`config.mk`:
```
export PLATFORM = sky130hd
export DESIGN_NAME = result_packer
export DESIGN_NICKNAME = d
export VERILOG_FILES = /design/src/rtl/result_packer.sv
export SDC_FILE = /design/constraint.sdc
export NUM_CORES = 1
export LEC_CHECK = 0
export CAP_MARGIN = 0
export CORE_MARGIN = 8
export CORE_UTILIZATION = 25
export DETAILED_ROUTE_END_ITERATION = 6
export PLACE_DENSITY = 0.55
export SETUP_SLACK_MARGIN = 0.02
export SYNTH_ARGS = -nofsm -noshare
export SYNTH_HDL_FRONTEND = slang
export SYNTH_SLANG_ARGS = --single-unit
```
`constraint.sdc`:
```
create_clock -name clk -period 7.29 [get_ports clk]
set_clock_uncertainty 0.1 [all_clocks]
set_input_delay 1.458 -clock clk [delete_from_list [all_inputs] [get_ports clk]]
set_output_delay 1.458 -clock clk [all_outputs]
set_load 0.05 [all_outputs]
```
`src/rtl/result_packer.sv`:
```
// Write-side packer: pairs 32-bit sums into 64-bit SRAM words (first sum low,
// second high) and writes them to a programmed, wrapping address window.
module result_packer #(
  parameter int DATA_W        = 32,
  parameter int MEM_WORD_SIZE = 64,
  parameter int ADDR_W        = 9
) (
  input  logic                     clk,
  input  logic                     rst,
  input  logic                     start_i,
  input  logic [ADDR_W-1:0]        write_base_addr_i,
  input  logic [ADDR_W-1:0]        write_end_addr_i,
  input  logic                     sum_valid_i,
  input  logic [DATA_W-1:0]        sum_data_i,
  output logic                     sum_ready_o,
  input  logic                     flush_i,
  output logic                     mem_we_o,
  output logic [ADDR_W-1:0]        mem_addr_o,
  output logic [MEM_WORD_SIZE-1:0] mem_wdata_o,
  output logic                     busy_o,
  output logic                     done_o
);

  typedef enum logic [1:0] {S_IDLE, S_FILL, S_WRITE, S_END} state_t;
  typedef enum logic {LOWER, UPPER} loc_t;

  state_t                   r_state;
  loc_t                     r_loc;
  logic [MEM_WORD_SIZE-1:0] r_buf;
  logic [ADDR_W-1:0]        r_addr;
  logic [ADDR_W-1:0]        r_end;
  logic                     r_flush_pend;

  logic                     r_ready;
  logic                     r_we;
  logic [ADDR_W-1:0]        r_mem_addr;
  logic [MEM_WORD_SIZE-1:0] r_mem_wdata;
  logic                     r_busy;
  logic                     r_done;

  logic                     w_hs;
  logic                     w_full;
  logic                     w_has_data;
  loc_t                     w_loc_nxt;
  logic [MEM_WORD_SIZE-1:0] w_buf_nxt;

  // Buffer contents after this cycle's handshake; flush decisions look at this.
  always_comb begin
    w_hs      = (r_state == S_FILL) && sum_valid_i;
    w_buf_nxt = r_buf;
    w_loc_nxt = r_loc;
    w_full    = 1'b0;
    if (w_hs) begin
      if (r_loc == LOWER) begin
        w_buf_nxt[DATA_W-1:0] = sum_data_i;
        w_loc_nxt             = UPPER;
      end else begin
        w_buf_nxt[MEM_WORD_SIZE-1:DATA_W] = sum_data_i;
        w_loc_nxt                         = LOWER;
        w_full                            = 1'b1;
      end
    end
    w_has_data = w_full || (w_loc_nxt == UPPER);
  end

  // Outputs are registered alongside the state they belong to, so each one
  // changes on the same edge as the state transition that implies it.
  always_ff @(posedge clk or posedge rst) begin
    if (rst) begin
      r_state      <= S_IDLE;
      r_loc        <= LOWER;
      r_buf        <= '0;
      r_addr       <= '0;
      r_end        <= '0;
      r_flush_pend <= 1'b0;
      r_ready      <= 1'b0;
      r_we         <= 1'b0;
      r_mem_addr   <= '0;
      r_mem_wdata  <= '0;
      r_busy       <= 1'b0;
      r_done       <= 1'b0;
    end else begin
      r_we        <= 1'b0;
      r_mem_addr  <= '0;
      r_mem_wdata <= '0;
      r_done      <= 1'b0;
      case (r_state)
        S_IDLE: begin
          if (start_i) begin
            r_addr  <= write_base_addr_i;
            r_end   <= write_end_addr_i;
            r_loc   <= LOWER;
            r_buf   <= '0;
            r_state <= S_FILL;
            r_ready <= 1'b1;
            r_busy  <= 1'b1;
          end
        end
        S_FILL: begin
          r_buf <= w_buf_nxt;
          r_loc <= w_loc_nxt;
          if (w_full || (flush_i && w_has_data)) begin
            r_flush_pend <= flush_i;
            r_state      <= S_WRITE;
            r_ready      <= 1'b0;
            r_we         <= 1'b1;
            r_mem_addr   <= r_addr;
            r_mem_wdata  <= w_buf_nxt;
          end else if (flush_i) begin
            r_state <= S_END;
            r_ready <= 1'b0;
            r_done  <= 1'b1;
          end
        end
        S_WRITE: begin
          if (r_flush_pend || (r_addr == r_end)) begin
            r_state <= S_END;
            r_done  <= 1'b1;
          end else begin
            r_addr  <= r_addr + ADDR_W'(1);
            r_buf   <= '0;
            r_state <= S_FILL;
            r_ready <= 1'b1;
          end
        end
        S_END: begin
          r_flush_pend <= 1'b0;
          r_state      <= S_IDLE;
          r_busy       <= 1'b0;
        end
        default: r_state <= S_IDLE;
      endcase
    end
  end

  assign sum_ready_o = r_ready;
  assign mem_we_o    = r_we;
  assign mem_addr_o  = r_mem_addr;
  assign mem_wdata_o = r_mem_wdata;
  assign busy_o      = r_busy;
  assign done_o      = r_done;

endmodule

```
==> impl_metrics.tcl <==
set metrics [dict create \
    outcome "complete, no violations" \
    setup_tns_ns 0 \
    r2r_cells 6 \
    avgSynthCellArea_sq_um 11.0 \
    firstDrtPassIters 7 \
    overflow 0 \
    slowest_delay_ns 0.62 \
    clkLatencyLatePin_ns 0.42 \
    synth_top_area_share_pct 61.3 \
    p_leak_nw 3.65 \
    synth_top_area_cell "dfrtp_1" \
    drt-initial-drc-count 397 \
    timing_max_transition_violations_final 0 \
    cap_violations 0 \
    final_core_util_pct 33.6 \
    drc 0 \
    worstPathArrival_ns 4.41 \
    wire_per_inst_um 18.1 \
    synth-seq-cells 163 \
    nNetsFinal 777 \
    gp_congestion 0.779 \
    layout_min_cycle_time_ns 4.21 \
    postCtsResizedCells 0 \
    grt_pass1_wl_mm 29.7 \
    critPathLaunchType "input pin" \
    rrSetupSlack_ns 3.26 \
    synth_area_leaders "dfrtp_1, a22o_1, nand2_1" \
    syn_area_sq_um 6660 \
    start_util_pct 25.5 \
    critPathCapture "mem_addr_o[7]$_DFF_PP0_" \
    dp_hpwl_mm 12.0 \
    timing.critical_path.buf_inv 3 \
    cts.reportedPaths.clkPinSlew_ns 0.06 \
    clockBufferDepth 2 \
    holdPathStages 1 \
    syn_nets 668 \
    fmaxAchievable_mhz 238 \
    max_slew_margin_pct 31.9 \
    grt.total_usage_pct 12.1 \
    area_delta_synth_final_pct 31.8 \
    finalSetupViolCount 0 \
    post_cts_buffers 0 \
    cts_buffers 17 \
    hold_violations 0 \
    r2r_start "r_state[1]$_DFFE_PP0P_" \
    cp_cell_sequence "clkdlybuf4s50_1 -> nand3_2 -> o21a_1 -> nand2b_2 -> buf_4 -> inv_1 -> and2_1" \
    grt_max_degree 90 \
    tightest_slew_ns 1.02 \
    synthCells 607 \
    cp_num_cells 7 \
    synth_edf_count 0 \
    routed_wl_mm 19.2 \
    num_vias 5028 \
    ios 132 \
    dieArea_sq_um 32100 \
    crit_fanout 56 \
    synth_cell_types 43 \
    core_area_sq_um 26100 \
    postRouteAntennaNets 0 \
    die_w_um 179 \
    synth_flop_cell "dfrtp_1" \
    htree_levels 4 \
    rr_endpoint "r_buf[19]$_DFFE_PP0P_" \
    cts_num_sinks 163 \
    yosysWarningCount 0 \
    synthArstFlopShare_pct 100 \
    root_buffer "clkbuf_16" \
    p_total_mw 3.05 \
    dieHeight_um 179 \
    antenna_found_initial 0 \
    port_buffers 131 \
    cts_tree "built" \
    hold_buffers 0 \
    drive_gt1_share_pct 7.42 \
    rows 59 \
    cp-startpoint "sum_valid_i" \
    critPathCaptureType "flip-flop" \
    critPathKind "in -> reg" \
    yosysSeqAreaShare_pct 61.3 \
    layout_common_cells "dfrtp_1, clkdlybuf4s50_1, nand2_1" \
    hold_path_class "reg -> reg" \
    vdd_drop_max_uv 195 \
    finalCritPeriodShare_pct 57.7 \
    worst_hold_slack_ns 0.397 \
    layout_commonest_cell "dfrtp_1" \
    diodes 0 \
    grt_pass1_vias 5102 \
    power_per_cell_area_nw_per_um2 347 \
    critPathTopFamily "buffers and inverters" \
    rsz0062_at_grt "no" \
    required_ns 7.49 \
    drt-vias-per-instance 4.73 \
    slowest_stage "nand3_2" \
]
## state kept, by name, summed over array words and instances (netlist names), 2 cells and up
| register | flops |
|---|---|
| r_state | 2 |
| r_addr | 9 |
| r_buf | 64 |
| r_end | 9 |
| mem_addr_o | 9 |
| mem_wdata_o | 64 |
## cell usage after synthesis (all sizes together) (2+ instances only)
| cell | number |
|---|---|
| a32oi | 3 |
| nand2 | 129 |
| o21ai | 9 |
| clkbuf | 21 |
| nor3b | 2 |
| nor2 | 8 |
| a31oi | 3 |
| ha | 6 |
| a22o | 65 |
| nor3 | 5 |
| o311ai | 2 |
| nand3 | 20 |
| a21oi | 75 |
| nand2b | 2 |
| o22ai | 2 |
| xor2 | 9 |
| o211ai | 2 |
| nor4 | 5 |
| nor2b | 2 |
| mux2 | 9 |
| and2 | 8 |
| or3 | 5 |
| buf | 23 |
| dfrtp | 163 |
| o21a | 2 |
| and3 | 5 |
| inv | 9 |
## logic make-up after synthesis
kind of cell | after synthesis | share of synthesized area, %
AO/OA/AOI/OAI | 172 | 17.7
buffers and inverters | 53 | 4.08
AND/OR/NAND/NOR | 194 | 12.9
flip-flops | 163 | 61.3
adder cells (fa/ha/maj) | 6 | 1.13
multiplexers | 10 | 1.67
XOR/XNOR | 9 | 1.18
## layer usage
metal  GRT usage (%)  share of wire, %  vias to the layer above
li1                -                 -                     2348
met4            4.34               1.1                        0
met3            2.97               6.1                       13
met2            18.9                47                      163
met1            16.0                46                     2504
met5               0                 0                        -
## per-stage QoR
stage	setup slack, ns	instance area [sq um]	cells
3_5_place_dp	2.56	8220	1032
4_1_cts	3.01	8770	1063
6_report	3.08	8770	1063
5_1_grt	2.81	8770	1063
2_1_floorplan	1.33	6660	607
3_3_place_gp	2.66	8220	1032
## how the worst min path moves through the flow
stage | start | end | slack, ns
after global placement | r_buf[36]$_DFFE_PP0P_ | r_buf[36]$_DFFE_PP0P_ | 0.38
after floorplan | r_buf[20]$_DFFE_PP0P_ | r_buf[20]$_DFFE_PP0P_ | 0.37
final | r_buf[27]$_DFFE_PP0P_ | r_buf[27]$_DFFE_PP0P_ | 0.40
after global routing | r_buf[18]$_DFFE_PP0P_ | r_buf[18]$_DFFE_PP0P_ | 0.41
after CTS | r_buf[58]$_DFFE_PP0P_ | r_buf[58]$_DFFE_PP0P_ | 0.40
after detailed placement | r_buf[49]$_DFFE_PP0P_ | r_buf[49]$_DFFE_PP0P_ | 0.38
## area by class of cell
class | instances | area [sq um]
Clock buffer | 22 | 484
Clock inverter | 9 | 71.3
Fill cell | 2643 | 17400
Inverter | 9 | 38.8
Multi-Input combinational cell | 391 | 2350
Sequential cell | 163 | 4080
Tap cell | 335 | 419
Timing Repair Buffer | 134 | 1330
## report_power, final
group          internal (mW)  leakage, nW  switching, mW  total [mW]
combinational          0.342         1.18          0.651       0.992
clock                  0.474        0.266          0.363       0.838
sequential              1.08         2.21          0.139        1.22
No activity file was read; power rests on OpenSTA's default activity.
